===== src/rtl/piano_pkg.sv =====
// piano_pkg: shared types and constants for the piano note scheduler.
//   state_e     - scheduler FSM states (IDLE, LOAD, PLAY, GAP)
//   NOTE_IDX_W  - width of a key / note index
//   NOTE_DIV    - buzzer half-period dividers for C4..C5 at a 50 MHz clock
//   note_div()  - divider lookup for any 4-bit note index
package piano_pkg;

  typedef enum logic [1:0] {
    ST_IDLE = 2'd0,
    ST_LOAD = 2'd1,
    ST_PLAY = 2'd2,
    ST_GAP  = 2'd3
  } state_e;

  localparam int NOTE_IDX_W = 4;
  localparam int NOTE_DIV_W = 20;
  localparam int NUM_NOTES  = 8;

  // C4 D4 E4 F4 G4 A4 B4 C5
  localparam logic [NOTE_DIV_W-1:0] NOTE_DIV [NUM_NOTES] = '{
    20'd95556, 20'd85131, 20'd75843, 20'd71586,
    20'd63776, 20'd56818, 20'd50619, 20'd47778
  };

  // Indices 8..15 (only reachable with a 16-key bank) reuse the table one
  // octave up: halving the half-period doubles the pitch.
  function automatic logic [NOTE_DIV_W-1:0] note_div(input logic [NOTE_IDX_W-1:0] idx);
    if (!idx[3]) return NOTE_DIV[idx[2:0]];
    else         return NOTE_DIV[idx[2:0]] >> 1;
  endfunction

endpackage


===== src/rtl/key_priority_enc.sv =====
// key_priority_enc: combinational lowest-set-bit encoder for the key bank.
//   key_i   in  NUM_KEYS  key pressed flags, bit 0 has highest priority
//   idx_o   out IDX_W     index of the lowest set bit (0 when none set)
//   valid_o out 1         high when any key bit is set
module key_priority_enc #(
  parameter int NUM_KEYS = 8,
  parameter int IDX_W    = 4
) (
  input  logic [NUM_KEYS-1:0] key_i,
  output logic [IDX_W-1:0]    idx_o,
  output logic                valid_o
);

  // Scan from the top down so the lowest set bit is the last to write.
  always_comb begin
    idx_o   = '0;
    valid_o = 1'b0;
    for (int i = NUM_KEYS - 1; i >= 0; i--) begin
      if (key_i[i]) begin
        idx_o   = IDX_W'(i);
        valid_o = 1'b1;
      end
    end
  end

endmodule


===== src/rtl/piano_note_scheduler.sv =====
// piano_note_scheduler: arbitrates the key bank onto the single buzzer tone
// counter. Picks the lowest pressed key, loads its divider, enables the
// counter for at least MIN_HOLD cycles and inserts GAP_CYCLES of silence
// between notes.
//   clk          in  1           system clock
//   rst_n        in  1           synchronous reset, active HIGH (1 = reset)
//   key_i        in  NUM_KEYS    key pressed flags, bit 0 highest priority
//   mute_i       in  1           immediate stop request, overrides everything
//   div_o        out DIV_W       half-period divider for the buzzer counter
//   div_load_o   out 1           one-cycle reload pulse for the buzzer counter
//   counterE_o   out 1           buzzer counter enable
//   note_idx_o   out 4           index of the current or last note
//   busy_o       out 1           high whenever the scheduler is not IDLE
module piano_note_scheduler
  import piano_pkg::*;
#(
  parameter int NUM_KEYS   = 8,
  parameter int DIV_W      = 20,
  parameter int MIN_HOLD   = 4,
  parameter int GAP_CYCLES = 2
) (
  input  logic                  clk,
  input  logic                  rst_n,
  input  logic [NUM_KEYS-1:0]   key_i,
  input  logic                  mute_i,
  output logic [DIV_W-1:0]      div_o,
  output logic                  div_load_o,
  output logic                  counterE_o,
  output logic [NOTE_IDX_W-1:0] note_idx_o,
  output logic                  busy_o
);

  localparam int HOLD_W = (MIN_HOLD > 1) ? $clog2(MIN_HOLD) : 1;
  localparam int GAP_W  = (GAP_CYCLES > 1) ? $clog2(GAP_CYCLES) : 1;
  localparam logic [HOLD_W-1:0] HOLD_LAST = HOLD_W'(MIN_HOLD - 1);
  localparam logic [GAP_W-1:0]  GAP_LAST  = GAP_W'(GAP_CYCLES - 1);

  state_e                  state_q, state_d;
  logic [DIV_W-1:0]        div_q, div_d;
  logic [NOTE_IDX_W-1:0]   note_q, note_d;
  logic                    load_q, load_d;
  logic                    en_q, en_d;
  logic                    busy_q, busy_d;
  logic [HOLD_W-1:0]       hold_q, hold_d;
  logic [GAP_W-1:0]        gap_q, gap_d;

  logic [NOTE_IDX_W-1:0]   pick;
  logic                    any_key;
  logic [15:0]             key_ext;
  logic                    key_held;

  key_priority_enc #(
    .NUM_KEYS (NUM_KEYS),
    .IDX_W    (NOTE_IDX_W)
  ) u_enc (
    .key_i   (key_i),
    .idx_o   (pick),
    .valid_o (any_key)
  );

  // Widened so the latched 4-bit index can select a bit for any NUM_KEYS.
  assign key_ext  = 16'(key_i);
  assign key_held = key_ext[note_q];

  always_comb begin
    state_d = state_q;
    div_d   = div_q;
    note_d  = note_q;
    hold_d  = hold_q;
    gap_d   = '0;
    // Pulse and enable trail the state by one cycle: the reload pulse is seen
    // while the FSM sits in its first PLAY cycle, the enable one cycle later.
    load_d  = (state_q == ST_LOAD);
    en_d    = (state_q == ST_PLAY);

    unique case (state_q)
      ST_IDLE: begin
        if (any_key) begin
          state_d = ST_LOAD;
          note_d  = pick;
          div_d   = DIV_W'(note_div(pick));
        end
      end
      ST_LOAD: begin
        state_d = ST_PLAY;
        hold_d  = '0;
      end
      ST_PLAY: begin
        // Releases before the hold counter saturates are ignored; other
        // keys never pre-empt the latched note.
        if (hold_q != HOLD_LAST) begin
          hold_d = hold_q + 1'b1;
        end else if (!key_held) begin
          state_d = ST_GAP;
        end
      end
      ST_GAP: begin
        if (gap_q != GAP_LAST) begin
          gap_d = gap_q + 1'b1;
        end else if (any_key) begin
          state_d = ST_LOAD;
          note_d  = pick;
          div_d   = DIV_W'(note_div(pick));
        end else begin
          state_d = ST_IDLE;
        end
      end
      default: state_d = ST_IDLE;
    endcase

    // Mute wins over every transition; divider and note index are kept.
    if (mute_i) begin
      state_d = ST_IDLE;
      div_d   = div_q;
      note_d  = note_q;
      load_d  = 1'b0;
      en_d    = 1'b0;
      gap_d   = '0;
    end

    busy_d = (state_d != ST_IDLE);
  end

  always_ff @(posedge clk) begin
    if (rst_n) begin
      state_q <= ST_IDLE;
      div_q   <= '0;
      note_q  <= '0;
      load_q  <= 1'b0;
      en_q    <= 1'b0;
      busy_q  <= 1'b0;
      hold_q  <= '0;
      gap_q   <= '0;
    end else begin
      state_q <= state_d;
      div_q   <= div_d;
      note_q  <= note_d;
      load_q  <= load_d;
      en_q    <= en_d;
      busy_q  <= busy_d;
      hold_q  <= hold_d;
      gap_q   <= gap_d;
    end
  end

  assign div_o      = div_q;
  assign div_load_o = load_q;
  assign counterE_o = en_q;
  assign note_idx_o = note_q;
  assign busy_o     = busy_q;

endmodule


===== config.mk =====
export PLATFORM = sky130hd
export DESIGN_NAME = piano_note_scheduler
export DESIGN_NICKNAME = d
export VERILOG_FILES = /design/src/rtl/piano_pkg.sv /design/src/rtl/key_priority_enc.sv /design/src/rtl/piano_note_scheduler.sv
export SDC_FILE = /design/constraint.sdc
export NUM_CORES = 1
export LEC_CHECK = 0
export CORE_MARGIN = 1.5
export CORE_UTILIZATION = 28
export CTS_CLUSTER_SIZE = 40
export DETAILED_ROUTE_END_ITERATION = 12
export SLEW_MARGIN = 10
export SYNTH_ARGS = -nofsm -noshare
export SYNTH_HDL_FRONTEND = slang
export SYNTH_HIERARCHICAL = 1
export SYNTH_SLANG_ARGS = --single-unit

===== constraint.sdc =====
create_clock -name clk -period 3.7 [get_ports clk]
set_clock_uncertainty 0.05 [all_clocks]
set_input_delay 0.74 -clock clk [delete_from_list [all_inputs] [get_ports clk]]
set_output_delay 0.74 -clock clk [all_outputs]
set_load 0.05 [all_outputs]

==> impl.org <==
** Detailed routing
- Number of DRC markers after the initial detailed-route iteration :: 95
- Total Routed Length :: 3.80 mm
- DR pass1 iterations :: 4
- For this run, design rule violations remaining after detail routing come to 0.
- In this run the remaining antenna-violating nets after routing total 0.
- Via count of the routed design :: 1497
- Vias per std cell :: 4.83
- After detailed routing, the average wire length per cell comes to 12.2 µm.

** Timing
- The worst path needs 2.80 ns of the cycle, external delays included.
- Worst Max-Slew Pin Slew :: 0.750 ns
- Worst slew margin :: 50.0%
- Unrepaired setup endpoints after global routing :: false
- Fin Setup TNS :: 0 ns
- Endpoints failing setup :: 0
- The final number of hold-violating endpoints is 0.
- The max-slew violation count came to 0.
- Slack of the critical path :: 0.896 ns
- Derived from the worst setup path, the maximum achievable clock frequency is 357 MHz.
- The worst path uses 75.8% of the clock period.

** Logic synthesis
- In the synthesized netlist the dominant register cell turns out to be sky130_fd_sc_hd__dfxtp_1.
- In this run the cell area of the synthesized design comes to 0.00162 mm².
- Yosys mapped a number of flops with a built-in enable equal to 0.
- The top cell type by area accounts for 35.9% of the synthesized area.
- Number of storage elements in the synthesis netlist :: 29
- Counting distinct cell types in the post-synthesis netlist gives 40.
- Of all flip-flops after synthesis, the portion carrying an async set or reset was 0%.
- Sequential-to-total area share from yosys stat :: 35.9%
- In this run the mean area of a mapped cell was 7.94 µm².
- In the synthesized netlist, the number of instances is 204.
- Dominant cell type by area after synthesis :: sky130_fd_sc_hd__dfxtp_1
- Sorting the synthesized cells by area gives the leading types as sky130_fd_sc_hd__dfxtp_1 (36%), sky130_fd_sc_hd__ha_1 (10%), sky130_fd_sc_hd__nand2_1 (6.7%).
- For this run, the number of Yosys warnings is 6.

** Critical path
- In this run the worst path has a maximum fanout of 6.
- Required time worst endpoint :: 3.81 ns
- Crit path DAT :: 2.91 ns
- The worst setup path is captured at a flip-flop.
- Grouping stages by cell kind, the critical path spends the most delay in buffers and inverters.
- Crit-path slowest cell :: sky130_fd_sc_hd__clkdlybuf4s50_1
- Critical path's largest stage delay :: 0.49 ns
- Critical path start-end classification :: input pin to flip-flop
- Critical path buffer and inverter count :: 3
- Worst-path cell chain :: clkdlybuf4s50_1 > o41ai_1 > buf_4 > inv_1 > ha_1 > nor2_1 > or2_2 > o211ai_1 > a21oi_1
- Kind of start point of the critical path :: input pin

** Clocking
- CTS Hold Bufs :: 0
- TritonCTS created 5 clock buffers.
- The clock reaches the later pin of the worst-skew pair after 0.28 ns.
- In this run the deepest clock path goes through 2 buffers.
- Clock-pin slew was measured on the worst setup and hold paths at 0.07 ns.
- The number of setup buffers added after CTS is 0.
- In this run, post-CTS repair resized a total of 0 instances.
- Clk root buf :: sky130_fd_sc_hd__clkbuf_8
- CTS tree :: yes
- Clock H-tree levels :: 2
- Sink count of the clock tree :: 29

** Global routing
- Remaining global-route overflow :: 0
- Via count of the first global-routing pass :: 1373
- Global routing used 13.2% of the available tracks across all layers.
- Maximum number of pins on one net before global-route repair :: 26
- Initial antenna violation count :: 0
- Wire length of the first global-routing pass :: 6.44 mm

** Die
- Chip Height :: 79.0 µm
- The core region is 0.00554 mm².
- The die covers 0.00625 mm².
- Placement row count :: 27
- 38 I/O pins were placed.
- From left edge to right edge, the die measures 79.0 µm.
- Initial Utilization :: 29.2%

** Final layout
- The finished cells cover 0.00211 mm².
- The net count of the finished layout is 261.
- 0 antenna diodes ended up in the layout.
- Compared with the post-synthesis result, the final layout area differs by 30.2%.
- Measured on the finished design, the core utilization comes to 38.1%.
- Cells with a size suffix above 1 make up 7.14% of the layout.

** Place
- I/O Buffers :: 34
- Detailed placement ended at an HPWL of 2.81 mm.
- The congestion estimate from routability-driven global placement came to 0.872.
- Area of placed instances :: 0.00202 mm²
- Worst slack at placement :: 0.591 ns

** Power
- Cell area power density :: 387 mW/mm²
- Across the VDD grid, the largest voltage drop is 115 µV.
- For this design the static power due to leakage is 0.792 nW.

** Outcome
- Outcome :: finished clean

** Job
- Reported max-cap violation count :: 0

** Min path
- Hold crit path type :: flip-flop to flip-flop
## state kept, by name, indices dropped and copies added, names as in the netlist
signal and cells:
state_q 2, hold_q 2, gap_q 1, note_idx_o 4, counterE_o 1, div_load_o 1, div_o 17, busy_o 1
## logic make-up after synthesis
group | Yosys count | share of synthesized area, %
simple gates | 78 | 21.9
flops | 29 | 35.9
buf+inv | 24 | 6.57
mux | 3 | 2.63
compound gates | 53 | 21.4
xor+xnor | 2 | 1.08
fa+ha+maj | 13 | 10.0
other cells | 2 | 0.464
## final cells by class
class	instances	area, µm²
Fill cell	588	3430
Multi-Input combinational cell	153	940
Sequential cell	29	581
Timing Repair Buffer	39	378
Tap cell	72	90.1
Clock buffer	5	68.8
Inverter	9	33.8
Clock inverter	3	17.5
## stage by stage
| step | hold WS (ns) | instances | power, mW |
|---|---|---|---|
| final | 0.404 | 310 | 0.816 |
| after global routing | 0.431 | 310 | 0.867 |
| after CTS | 0.408 | 310 | 0.826 |
| after detailed placement | 0.398 | 302 | 0.567 |
| after global placement | 0.395 | 302 | 0.566 |
| after floorplan | 0.408 | 206 | 0.499 |
## placed cells by master, fill, tap and decap left out, types with 2 or more instances in the layout
cell                              Yosys  final
sky130_fd_sc_hd__clkinv_2             0      2
sky130_fd_sc_hd__buf_4                4      5
sky130_fd_sc_hd__a31oi_1              3      3
sky130_fd_sc_hd__o211ai_1             4      4
sky130_fd_sc_hd__inv_1                8      8
sky130_fd_sc_hd__clkbuf_8             0      5
sky130_fd_sc_hd__ha_1                13     13
sky130_fd_sc_hd__nor2_1              24     24
sky130_fd_sc_hd__dfxtp_1             29     29
sky130_fd_sc_hd__clkdlybuf4s50_1      0     34
sky130_fd_sc_hd__a21o_1               2      2
sky130_fd_sc_hd__nor2b_1              3      3
sky130_fd_sc_hd__nor3_1               5      5
sky130_fd_sc_hd__o21ai_0              5      5
sky130_fd_sc_hd__conb_1               2      4
sky130_fd_sc_hd__nand2b_1             3      3
sky130_fd_sc_hd__nand2_1             29     29
sky130_fd_sc_hd__mux2i_1              2      2
sky130_fd_sc_hd__and3_1               3      3
sky130_fd_sc_hd__a311oi_1             4      4
sky130_fd_sc_hd__a211oi_1            10     10
sky130_fd_sc_hd__nand3_1              2      2
sky130_fd_sc_hd__and2_1               3      3
sky130_fd_sc_hd__a21oi_1             19     19
## final timing paths
kind / start / endpoint / slack, ns / depth (start not counted)
hold reg to reg: div_o[16]$_SDFFE_PP0P_ / div_o[16]$_SDFFE_PP0P_ / 0.40 / 2
setup / recovery: key_i[2] / div_o[13]$_SDFFE_PP0P_ / 0.90 / 9
hold / removal: div_o[16]$_SDFFE_PP0P_ / div_o[16]$_SDFFE_PP0P_ / 0.40 / 2
setup reg to reg: state_q[0]$_SDFF_PP0_ / div_o[0]$_SDFFE_PP0P_ / 1.57 / 7
## synth_stat cells (3+ instances only)
library cell,n
sky130_fd_sc_hd__nand2_1,29
sky130_fd_sc_hd__nor2_1,24
sky130_fd_sc_hd__nor3_1,5
sky130_fd_sc_hd__o21ai_0,5
sky130_fd_sc_hd__a31oi_1,3
sky130_fd_sc_hd__a21oi_1,19
sky130_fd_sc_hd__a311oi_1,4
sky130_fd_sc_hd__a211oi_1,10
sky130_fd_sc_hd__dfxtp_1,29
sky130_fd_sc_hd__and2_1,3
sky130_fd_sc_hd__buf_4,4
sky130_fd_sc_hd__nand2b_1,3
sky130_fd_sc_hd__nor2b_1,3
sky130_fd_sc_hd__inv_1,8
sky130_fd_sc_hd__clkbuf_1,9
sky130_fd_sc_hd__o211ai_1,4
sky130_fd_sc_hd__ha_1,13
sky130_fd_sc_hd__and3_1,3
## power breakdown
group	total (mW)	internal (mW)	switching, mW
registers	0.342	0.331	0.0115
logic	0.217	0.0772	0.140
clock network	0.256	0.129	0.127
total	0.816	0.537	0.279
## routing by layer
layer	routed length (µm)	track usage (%)	vias to the layer above
met2	1780	21.4	22
met4	90	6.84	0
met5	0	0	-
li1	-	-	767
met1	1800	15.7	700
met3	116	4.02	8
## worst reg2reg max path, cell delays in order, from the launching register on
cell and delay [ns]:
sky130_fd_sc_hd__dfxtp_1 0.41, sky130_fd_sc_hd__inv_1 0.08, sky130_fd_sc_hd__ha_1 0.30, sky130_fd_sc_hd__nor2_1 0.12
sky130_fd_sc_hd__nand3_1 0.47, sky130_fd_sc_hd__a311oi_1 0.48, sky130_fd_sc_hd__a21oi_1 0.07, sky130_fd_sc_hd__nor2_1 0.10
Power figures use the tool's default switching activity.
